<file path="config.mk">
export PLATFORM = sky130hd
export DESIGN_NAME = alu4_div_ctrl
export DESIGN_NICKNAME = d
export VERILOG_FILES = /design/src/rtl/alu4_div_ctrl.sv
export SDC_FILE = /design/constraint.sdc
export NUM_CORES = 1
export LEC_CHECK = 0
export CAP_MARGIN = 30
export CORE_MARGIN = 2
export CORE_UTILIZATION = 39
export CTS_CLUSTER_DIAMETER = 40
export DETAILED_ROUTE_END_ITERATION = 16
export PLACE_DENSITY = 0.73
export SYNTH_ARGS = -nofsm -noshare
export SYNTH_HDL_FRONTEND = slang
export SYNTH_SLANG_ARGS = --single-unit
</file>
<file path="constraint.sdc">
create_clock -name clk -period 1.1 [get_ports clk]
set_input_delay 0.22 -clock clk [delete_from_list [all_inputs] [get_ports clk]]
set_output_delay 0.22 -clock clk [all_outputs]
set_load 0.02 [all_outputs]
</file>
<file path="src/rtl/alu4_div_ctrl.sv">
// alu4_div_ctrl: sequential 4-bit unsigned restoring divider controller.
// Runs one subtract-compare per cycle on an external alu4. It produces the
// quotient and remainder and uses a start/busy/done handshake.
//
// Optional feature macro: ALU4_DIV_ZERO_CHK_EN.
//   Defined:     a zero divisor skips CALC and goes straight to DONE. The
//                outputs are quotient=F, remainder=dividend, div_by_zero=1.
//   Not defined: a zero divisor runs the normal four iterations, and
//                div_by_zero is tied to 0.
//
// Ports:
//   clk, reset            clock and synchronous active-high reset
//   start                 operation request, sampled only in IDLE
//   dividend, divisor     operands, captured together with start
//   busy                  high in CALC and DONE
//   done                  one-cycle pulse while quotient/remainder are valid
//   quotient, remainder   result registers, held until the next result load
//   div_by_zero           flags a divide by zero (see macro above)
//   alu_a, alu_b, alu_op  operands and opcode driven to alu4
//   alu_result, alu_c     difference and no-borrow flag returned by alu4
module alu4_div_ctrl (
  input  logic       clk,
  input  logic       reset,
  input  logic       start,
  input  logic [3:0] dividend,
  input  logic [3:0] divisor,
  output logic       busy,
  output logic       done,
  output logic [3:0] quotient,
  output logic [3:0] remainder,
  output logic       div_by_zero,
  output logic [3:0] alu_a,
  output logic [3:0] alu_b,
  output logic [2:0] alu_op,
  input  logic [3:0] alu_result,
  input  logic       alu_c
);

  localparam int unsigned W      = 4;
  localparam int unsigned CNT_W  = 2;
  localparam logic [2:0]  OP_SUB = 3'b111;

  typedef enum logic [1:0] {IDLE, CALC, DONE} state_t;

  state_t             state, state_n;
  logic [W-1:0]       r_q, q_q, d_q;
  logic [CNT_W-1:0]   cnt;
  logic [W-1:0]       shifted, r_next, q_next;
  logic               load_op, iterate, load_res, zero_hit;

  // Shift in the next dividend bit. R < 2^k after k steps, so no bit is lost.
  assign shifted = {r_q[W-2:0], q_q[W-1]};
  assign r_next  = alu_c ? alu_result : shifted;
  assign q_next  = {q_q[W-2:0], alu_c};

  assign alu_a  = shifted;
  assign alu_b  = d_q;
  assign alu_op = OP_SUB;

`ifdef ALU4_DIV_ZERO_CHK_EN
  assign zero_hit = (divisor == '0);
`else
  assign zero_hit = 1'b0;
`endif

  // Next-state and datapath control.
  always_comb begin
    state_n  = state;
    load_op  = 1'b0;
    iterate  = 1'b0;
    load_res = 1'b0;
    case (state)
      IDLE: begin
        if (start) begin
          load_op = 1'b1;
          state_n = zero_hit ? DONE : CALC;
        end
      end
      CALC: begin
        iterate = 1'b1;
        if (cnt == CNT_W'(3)) begin
          load_res = 1'b1;
          state_n  = DONE;
        end
      end
      DONE:    state_n = IDLE;
      default: state_n = IDLE;
    endcase
  end

  // State, working registers and registered handshake/result outputs.
  always_ff @(posedge clk) begin
    if (reset) begin
      state     <= IDLE;
      r_q       <= '0;
      q_q       <= '0;
      d_q       <= '0;
      cnt       <= '0;
      busy      <= 1'b0;
      done      <= 1'b0;
      quotient  <= '0;
      remainder <= '0;
    end else begin
      state <= state_n;
      busy  <= (state_n != IDLE);
      done  <= (state_n == DONE);
      if (load_op) begin
        q_q <= dividend;
        d_q <= divisor;
        r_q <= '0;
        cnt <= '0;
      end
      if (iterate) begin
        r_q <= r_next;
        q_q <= q_next;
        cnt <= cnt + CNT_W'(1);
      end
      if (load_res) begin
        quotient  <= q_next;
        remainder <= r_next;
      end
      if (load_op && zero_hit) begin
        quotient  <= '1;
        remainder <= dividend;
      end
    end
  end

`ifdef ALU4_DIV_ZERO_CHK_EN
  // The divide-by-zero flag loads at the same point as the result registers.
  always_ff @(posedge clk) begin
    if (reset)                    div_by_zero <= 1'b0;
    else if (load_op && zero_hit) div_by_zero <= 1'b1;
    else if (load_res)            div_by_zero <= 1'b0;
  end
`else
  assign div_by_zero = 1'b0;
`endif

endmodule
</file>
# Word-level counts from Yosys, hierarchy flattened
# Index checks and enable logic that the tools add are counted.
# Widths: inputs -> output; s select.
# totals
inputBits,16
wordCells,31
output_inout_bits,22
register_bits,25
# classes
n_eq_ne,3
n_reduce_logical,3
n_addsub,1
n_mux,15
# ops
op,n
$mux 4,3
$mux 2,4
$mux 3,2
$mux 1,5
$eq 2x2->1 const B,2
$pmux 2 s2,1
$reduce_bool 2->1,2
$add 2x1->2 const B,1
$eq 2x1->1 const B,1
$logic_not 2->1,1

# Longest topological paths before layout
# Gate-level depths: netlist of run 1.
# depth
depth_word,4
mapped_depth,5

# Worst setup path after synthesis of run 1
# No wires, ideal clock.
# synth_timing
kind,register to register
start,reg cnt[0]
end,reg remainder[3]
slack_ns,0.012
n_path_buf,1
synth_period_minus_slack_ns,1.088
stages_incl_launch_ff,6
arrival_time_ns,1.009
path_cell_list,dfxtp_1 > ha_1 > and3b_1 > buf_6 > nor2_2 > a211oi_2
# synth_via
elab_chain_len,3
# synth_rtl
item,line,text
start: declaration,47,logic [CNT_W-1:0] cnt;
start signal: assignment,116,cnt <= cnt + CNT_W'(1);
$eq 2x2->1,81,if (cnt == CNT_W'(3)) begin
$mux 1,81,
$mux 1,72,case (state)
end signal: assignment,120,remainder <= r_next;
end signal: assignment,124,remainder <= dividend;
end: declaration,30,"output logic [3:0] remainder,"
# No other way between the ends.
# A chain may end at the register's enable or synchronous reset.

# Final worst setup path of run 1
# layout_timing
start,reg cnt[1]
end,reg quotient[2]
# layout_via
elab_chain_len,3
# layout_rtl
item,line,text
$eq 2x2->1,81,
$mux 1,81,
$mux 1,72,
end signal: assignment,119,quotient <= q_next;
end: declaration,29,"output logic [3:0] quotient,"
# No other way between the ends.

==> impl_metrics.tcl, run 1 <==
set metrics [dict create \
    fmax_mhz 892 \
    power_mw 1.67 \
    clock_latency_ps 320 \
    cp_top_family "flip-flops" \
    slew_violations 0 \
    antenna_found_initial 0 \
    ys_types 25 \
    die_y_microns 55.9 \
    clkSinkCount 25 \
    end_kind "flip-flop" \
    status "finished, violations left" \
    p_leak_nw 0.672 \
    final_area_sq_um 1490 \
    netlist_area_sq_um 1050 \
    grt_pass1_vias 851 \
    tritoncts "built" \
    place_inst 173 \
    htreeDepth 1 \
    fillCellCount 241 \
    yosys_register_bits 25 \
    core_sq_um 2520 \
    dr.pass1.iters 4 \
    wl_met1_mm 1.03 \
    reg2reg_depth 5 \
    swShare_pct 25.6 \
    grt_max_degree 20 \
    finalCritPeriodShare_pct 102 \
    cts_hold_buf 0 \
    grt_pass1_wl_mm 3.50 \
    ys_warn_count 0 \
    worstSetupPathDepth 5 \
    nets 169 \
    diodes 0 \
    num_rows 18 \
    via_per_inst 4.87 \
    r2r-start "cnt[1]" \
    synth_cells 103 \
    clkSlewWorstSetupHoldPaths_ps 130 \
    combPwrFrac_pct 17.4 \
    hpwlAfterDp_mm 1.65 \
    ir_drop_uv 587 \
    fin_cells 181 \
    hp-start "start" \
    clock_path_buffers 2 \
    crit_path_start "cnt[1]" \
    numCtsBuffers 3 \
    ios 38 \
    clkPwrFrac_pct 24.3 \
    dpl-instance-area_sq_um 1460 \
    dr_wl_met2_mm 1.17 \
    slowest_delay_ps 380 \
    crit_type "reg -> reg" \
    setup_viol 5 \
    cts-root-buf "clkbuf_4" \
    hold_path_class "in -> reg" \
    slowest_stage "dfxtp_2" \
    overflow 0 \
    clock_skew_ps 9.66 \
    cp_num_buf_inv 1 \
    violations "setup timing" \
    rr_endpoint "quotient[2]" \
    dieArea_sq_um 3130 \
    rsz0062_at_grt "yes" \
    synth.area.top_cells "dfxtp_1 (48%), mux2i_1 (8.6%), nor2_1 (5.7%)" \
    seq_power_share_pct 58.2 \
    arrival_ps 1370 \
    drt_iter0_drc 18 \
    synth.largest_area_cell "dfxtp_1" \
    die_x_microns 55.9 \
    yosysSeqAreaShare_pct 47.6 \
    required_ps 1350 \
    worstPathMaxFanout 5 \
    dr_wl_met3_microns 157 \
    post-route-min-period_ps 1120 \
    p_per_area_nw_per_um2 1120 \
    ff2ff_setup_slack_ps -20 \
    port_buffers 33 \
    crit_path_cell_trace "ha_4, and3b_2, buf_6, nand2_1, a21oi_1" \
    netlist.area_leader.share_pct 47.6 \
    drive_above_1_share_pct 43.0 \
    avgSynthCellArea_sq_um 10.2 \
    place_ws_ps -387 \
    routed_wl_mm 2.39 \
    critPathLaunchType "flip-flop" \
    place_congestion 0.770 \
    wl_per_cell_microns 13.2 \
    maxUsedRoutingLayer "met4" \
    fin_ws_ps -21.1 \
    syn_to_final_growth_pct 41.7 \
    hold_viol 0 \
    ant_nets 0 \
    initial_core_util_pct 41.7 \
    vias 881 \
    cell_internal_pwr_mw 1.24 \
    max_cap_viol_count 0 \
    whs_ps 385 \
    drcViolationCount 0 \
    p_switching_mw 0.428 \
    endpoint "quotient[2]" \
    track_usage_pct 14.1 \
]
registers in the layout, summed over array words and instances (netlist names):
signal and count:
r_q 3, state 2, cnt 2, busy 1
quotient 4, remainder 4, done 1, q_q 4
alu_b 4
logic make-up after synthesis:
family | count (synthesis) | synth area share, %
other cells | 2 | 0.715
fa+ha+maj | 1 | 1.19
mux | 12 | 11.8
simple gates | 34 | 16.9
flops | 25 | 47.6
compound gates | 17 | 13.2
buf+inv | 12 | 8.57
final cells by class:
cell class	instances	area (sq um)	share of cell area (%)
Clock buffer	4	26.3	1.76
Inverter	1	3.75	0.252
Multi-Input combinational cell	69	510	34.3
Sequential cell	25	514	34.5
Tap cell	30	37.5	2.52
Timing Repair Buffer	52	397	26.6
layout by cell type, fill, tap and decap left out, types with 2 or more instances in the layout:
cell type and n:
nor2_4 2, a22o_1 4, mux2i_1 9, clkdlybuf4s50_1 13, a21oi_1 5, mux2_2 3
nor2_1 14, nor2_2 2, dfxtp_1 16, a211oi_1 4, nand2_1 7, nor3b_4 2
nor3_1 3, dfxtp_2 8, buf_2 16, clkbuf_4 3, a211oi_2 2, buf_4 19
conb_1 4, buf_6 2
worst min-delay path, cell delays in order:
cell and delay (ps):
dlymetal6s2s_1 160, o21ba_2 220, a211oi_2 80
metrics by stage:
stage / TNS [ps] / utilization [%]
4_1_cts: -238 / 56.6
3_3_place_gp: -6380 / 57.9
2_1_floorplan: 0 / -
3_5_place_dp: -6980 / 57.9
6_report: -63.0 / 59.0
5_1_grt: -630 / 59.0
worst min path at each step:
stage	end	slack, ps	cells after the start
6_report	cnt[0]	390	3
5_1_grt	cnt[0]	400	3
4_1_cts	quotient[1]	470	2
3_5_place_dp	quotient[1]	450	2
3_3_place_gp	quotient[0]	450	2
2_1_floorplan	alu_b[0]	370	2
synthesized netlist by cell type:
master,number
dfxtp_1,25
nor2_4,1
and2b_1,1
buf_2,3
buf_4,5
nand3b_1,1
nand2_1,8
nor3_1,3
nor2_1,16
conb_1,2
a22o_1,4
buf_6,3
a211oi_2,2
ha_1,1
inv_1,1
o21ba_4,1
nor3b_4,1
mux2_2,3
nor3b_2,1
a211oi_1,4
a21boi_0,1
mux2i_1,9
a21oi_1,5
and3b_1,1
nor2_2,1
power groups by stage:
| stage | sequential, mW | clock (mW) | combinational (mW) |
|---|---|---|---|
| detailed placement | 0.989 | 0 | 0.297 |
| floorplan | 1.01 | 0 | 0.161 |
| CTS | 0.972 | 0.414 | 0.280 |
| global placement | 0.988 | 0 | 0.290 |
| finish | 0.973 | 0.406 | 0.291 |
| global route | 0.977 | 0.449 | 0.314 |
routing by layer:
metal,vias to the layer above,global-route usage (%)
li1,438,-
met1,408,16.6
met2,31,24.1
met3,4,3.72
met4,0,6.12
met5,-,0
timing repair:
action | 4_1_cts | 5_1_grt
pin swaps | 5 | 5
gates cloned | 1 | 1
resized for setup | 83 | 14
buffers inserted | 0 | 2
endpoints found under the setup margin | 39 | 28
(Power assumes the default switching activity.)
==> inputs of run 2 (changes only) <==
Settings changed: CORE_MARGIN 2 to 1, SLEW_MARGIN set to 10.
==> run 2 against run 1 <==
  * Critical endpoint is now remainder[1]
  * The flow still finishes with violations (setup timing)
  * Count of clock-buffer cells in the layout down 1
  * Die area down 7.0%
  * Sequential power grew 0.4%
  * Critical path depth did not move
==> impl_metrics.tcl, run 2 (same netlist as run 1, synthesis figures left out) <==
set metrics [dict create \
    fillCellCount 233 \
    htreeDepth 1 \
    critPathLaunchType "flip-flop" \
    layout_commonest_cell "buf_4" \
    fmax_mhz 871 \
    end_kind "flip-flop" \
    drcViolationCount 0 \
    finalCritPeriodShare_pct 104 \
    via_per_inst 4.88 \
    fin_setup_tns_ps -164 \
    initial_core_util_pct 41.7 \
    diodes 0 \
    vias 897 \
    routed_wl_mm 2.49 \
    syn_to_final_growth_pct 47.6 \
    slew_violations 0 \
    die_x_microns 53.9 \
    die_y_microns 53.9 \
    hpwlAfterDp_mm 1.66 \
    ant_nets 0 \
    p_leak_nw 0.689 \
    wl_per_cell_microns 13.5 \
    clkSlewWorstSetupHoldPaths_ps 140 \
    tritoncts "built" \
    cts_hold_buf 0 \
    hold_path_class "reg -> reg" \
    ir_drop_uv 668 \
    crit_type "reg -> reg" \
    port_buffers 33 \
    use_met3_pct 4.52 \
    use_met2_pct 33.1 \
    grt_pass1_wl_mm 3.71 \
    max_cap_viol_count 0 \
    whs_ps 470 \
    clkSinkCount 25 \
    hold_viol 0 \
    power_mw 1.70 \
    required_ps 1350 \
    grt-busiest-layer "met2" \
    p_per_area_nw_per_um2 1100 \
    numCtsBuffers 3 \
    final_area_sq_um 1550 \
    nets 172 \
    fin_ws_ps -48.0 \
    setup_viol 7 \
    dr.pass1.iters 4 \
    ios 38 \
    drive_above_1_share_pct 50.6 \
    cts-root-buf "clkbuf_4" \
    drt_iter0_drc 14 \
    track_usage_pct 18.4 \
    rsz0062_at_grt "yes" \
    grt_max_degree 16 \
    place_congestion 0.794 \
    dieArea_sq_um 2910 \
    worstPathMaxFanout 5 \
    overflow 0 \
    arrival_ps 1390 \
    num_rows 18 \
    clock_path_buffers 2 \
    use_met1_pct 20.2 \
    violations "setup timing" \
    clock_skew_ps 3.81 \
    grt_pass1_vias 827 \
    antenna_found_initial 0 \
    layout_common_cells "buf_4 (26), nor2_1 (15), clkdlybuf4s50_1 (13)" \
    clock_latency_ps 320 \
    dpl-instance-area_sq_um 1480 \
    core_sq_um 2520 \
    status "finished, violations left" \
    post-route-min-period_ps 1150 \
]
## run 2: cell types whose count changed in the layout (fill, tap and decap cells not counted), moves of 2 or more
| cell | before | now |
|---|---|---|
| a21oi_1 | 5 | 2 |
| a21oi_2 | 0 | 3 |
| buf_2 | 16 | 12 |
| buf_4 | 19 | 26 |
| dfxtp_1 | 16 | 12 |
| dfxtp_2 | 8 | 12 |
| nor3_1 | 3 | 1 |
| nor3_2 | 0 | 2 |
## run 2: power breakdown
part           internal (mW)  switching, mW  leakage [nW]
Combinational          0.163          0.140         0.465
Sequential             0.946         0.0311         0.210
Clock                  0.139          0.283        0.0139
Total                   1.25          0.454         0.689
## run 2: path summary, 6_finish.rpt
check / startpoint / to / slack (ps) / depth (start not counted)
setup / recovery: cnt[1] / remainder[1] / -50 / 5
hold reg to reg: quotient[0] / quotient[0] / 470 / 2
setup reg to reg: cnt[1] / remainder[1] / -50 / 5
hold / removal: quotient[0] / quotient[0] / 470 / 2
## run 2: critical path: stages (launching register included)
cell     delay, ps
dfxtp_2        380
ha_4           140
and3b_2        220
buf_6          140
nor2_1          40
nor3_1         150
## run 2: area by class of cell
class | count | area (sq um) | share of cell area (%)
inverters | 1 | 3.75 | 0.242
multi-input cells | 69 | 536 | 34.5
well taps | 30 | 37.5 | 2.42
repair buffers | 55 | 425 | 27.4
clock inverters | 1 | 7.51 | 0.484
flip-flops and latches | 25 | 519 | 33.5
clock buffers | 3 | 22.5 | 1.45
## run 2: per-stage QoR
stage / setup WS [ps] / std cells / utilization (%)
after floorplan: 11.9 / 105 / -
after global placement: -349 / 176 / 58.8
after detailed placement: -405 / 176 / 58.8
after CTS: -42.4 / 182 / 58.3
after global routing: -91.7 / 184 / 61.5
final: -48.0 / 184 / 61.5
## run 2: repair_timing
action	4_1_cts	5_1_grt
pin swaps	6	4
cloned	1	1
buffers inserted	1	1
setup endpoints to repair	39	32
resized for setup	85	26
## run 2: routing by layer
metal | share of wire, % | wire [microns] | vias up
met5 | 0 | 0 | -
met4 | 0.68 | 17 | 0
met3 | 6.7 | 167 | 2
met2 | 52 | 1300 | 34
met1 | 40 | 998 | 415
li1 | - | - | 446
==> inputs of run 3 (changes only) <==
Settings changed: CORE_UTILIZATION 39 to 41, CTS_BUF_LIST set to sky130_fd_sc_hd__clkbuf_8, PLACE_DENSITY 0.73 to 0.76, SKIP_CTS_REPAIR_TIMING set to 1, SKIP_LAST_GASP set to 1.
==> run 3 against run 2 <==
  * The run still ends with setup timing left
  * Core utilization is 12 points higher
  * Count of clock-buffer cells in the layout unchanged
  * Clock power up 27%
  * Flip-flop and latch count unchanged
  * Register-to-register slack hardly changed
==> impl_metrics.tcl, run 3 (same netlist as run 1, synthesis figures left out) <==
set metrics [dict create \
    port_buffers 33 \
    initial_core_util_pct 45.3 \
    hold_end "quotient[0]" \
    cts-root-buf "clkbuf_8" \
    fin_ws_ps -49.9 \
    clock_latency_ps 270 \
    drive_above_1_share_pct 34.8 \
    max_cap_viol_count 0 \
    wl_per_cell_microns 13.9 \
    crit_type "reg -> reg" \
    ff2ff_setup_slack_ps -50 \
    via_per_inst 4.86 \
    place_inst 175 \
    holdPathStages 4 \
    power_mw 1.84 \
    hp-start "alu_c" \
    antenna_found_initial 0 \
    rr_endpoint "remainder[1]" \
    numCtsBuffers 3 \
    clkSlewWorstSetupHoldPaths_ps 90 \
    fillCellCount 165 \
    htreeDepth 1 \
    hold_viol 0 \
    ir_drop_uv 757 \
    slowest_stage "dfxtp_2" \
    drcViolationCount 0 \
    ios 38 \
    vias 889 \
    worstPathMaxFanout 5 \
    arrival_ps 1350 \
    required_ps 1300 \
    p_per_area_nw_per_um2 1080 \
    status "finished, violations left" \
    track_usage_pct 18.6 \
    critPathLaunchType "flip-flop" \
    clkSinkCount 25 \
    slew_violations 0 \
    reg2reg_depth 5 \
    dieArea_sq_um 2770 \
    dr.pass1.iters 5 \
    die_x_microns 52.6 \
    finalCritPeriodShare_pct 105 \
    p_leak_nw 0.999 \
    fin_setup_tns_ps -223 \
    setup_viol 8 \
    whs_ps 417 \
    end_kind "flip-flop" \
    drt_iter0_drc 8 \
    nets 173 \
    post-route-min-period_ps 1150 \
    fin_cells 183 \
    fmax_mhz 870 \
    crit_path_start "cnt[1]" \
    tritoncts "built" \
    diodes 0 \
    ant_nets 0 \
    routed_wl_mm 2.55 \
    place_congestion 0.702 \
    overflow 0 \
    final_area_sq_um 1710 \
    grt_max_degree 15 \
    finish.utilization_pct 73.9 \
    slowest_delay_ps 360 \
    clock_path_buffers 2 \
    rsz0062_at_grt "yes" \
    violations "setup timing" \
    grt_pass1_vias 886 \
    hpwlAfterDp_mm 1.74 \
    layout_common_cells "dfxtp_1 (21), buf_4 (21), dlymetal6s2s_1 (19)" \
    hold_path_class "in -> reg" \
    place_ws_ps -404 \
    crit_path_cell_trace "ha_4, and3b_2, buf_12, nor2_4, nor3_2" \
    grt_pass1_wl_mm 3.77 \
    r2r-start "cnt[1]" \
    num_rows 17 \
    die_y_microns 52.6 \
    syn_to_final_growth_pct 63.0 \
    clock_skew_ps 3.05 \
    dpl-instance-area_sq_um 1500 \
    core_sq_um 2320 \
]
[run 3: worst max-delay path: cells and delay by family (launching register included)]
family / cells / cell delay [ps]
simple gates: 3 / 430
fa+ha+maj: 1 / 140
buf+inv: 1 / 140
flops: 1 / 360
[run 3: final cells by class]
cell class / count / area, sq um / area share (%)
Timing Repair Buffer: 56 / 571 / 33.3
Multi-Input combinational cell: 69 / 551 / 32.1
Sequential cell: 25 / 508 / 29.7
Clock buffer: 3 / 41.3 / 2.41
Tap cell: 28 / 35.0 / 2.05
Clock inverter: 1 / 3.75 / 0.219
Inverter: 1 / 3.75 / 0.219
[run 3: per-layer routing]
| metal | part of all wire (%) | track usage, % | vias to the layer above |
|---|---|---|---|
| li1 | - | - | 448 |
| met1 | 41 | 22.1 | 394 |
| met2 | 50 | 33.3 | 41 |
| met3 | 6.0 | 2.32 | 6 |
| met4 | 2.4 | 7.46 | 0 |
| met5 | 0 | 0 | - |
[run 3: where the power goes]
group | internal (mW) | total, mW | switching [mW]
Sequential | 0.943 | 0.978 | 0.0350
Combinational | 0.181 | 0.326 | 0.145
Clock | 0.250 | 0.538 | 0.288
Total | 1.37 | 1.84 | 0.467
[run 3: how the worst max path moves through the flow]
stage / end / slack (ps) / cells after the start
2_1_floorplan: remainder[3] / 10 / 5
3_3_place_gp: r_q[2] / -360 / 3
3_5_place_dp: r_q[2] / -400 / 3
4_1_cts: alu_a[0] / -380 / 1
5_1_grt: remainder[1] / -100 / 5
6_report: remainder[1] / -50 / 5
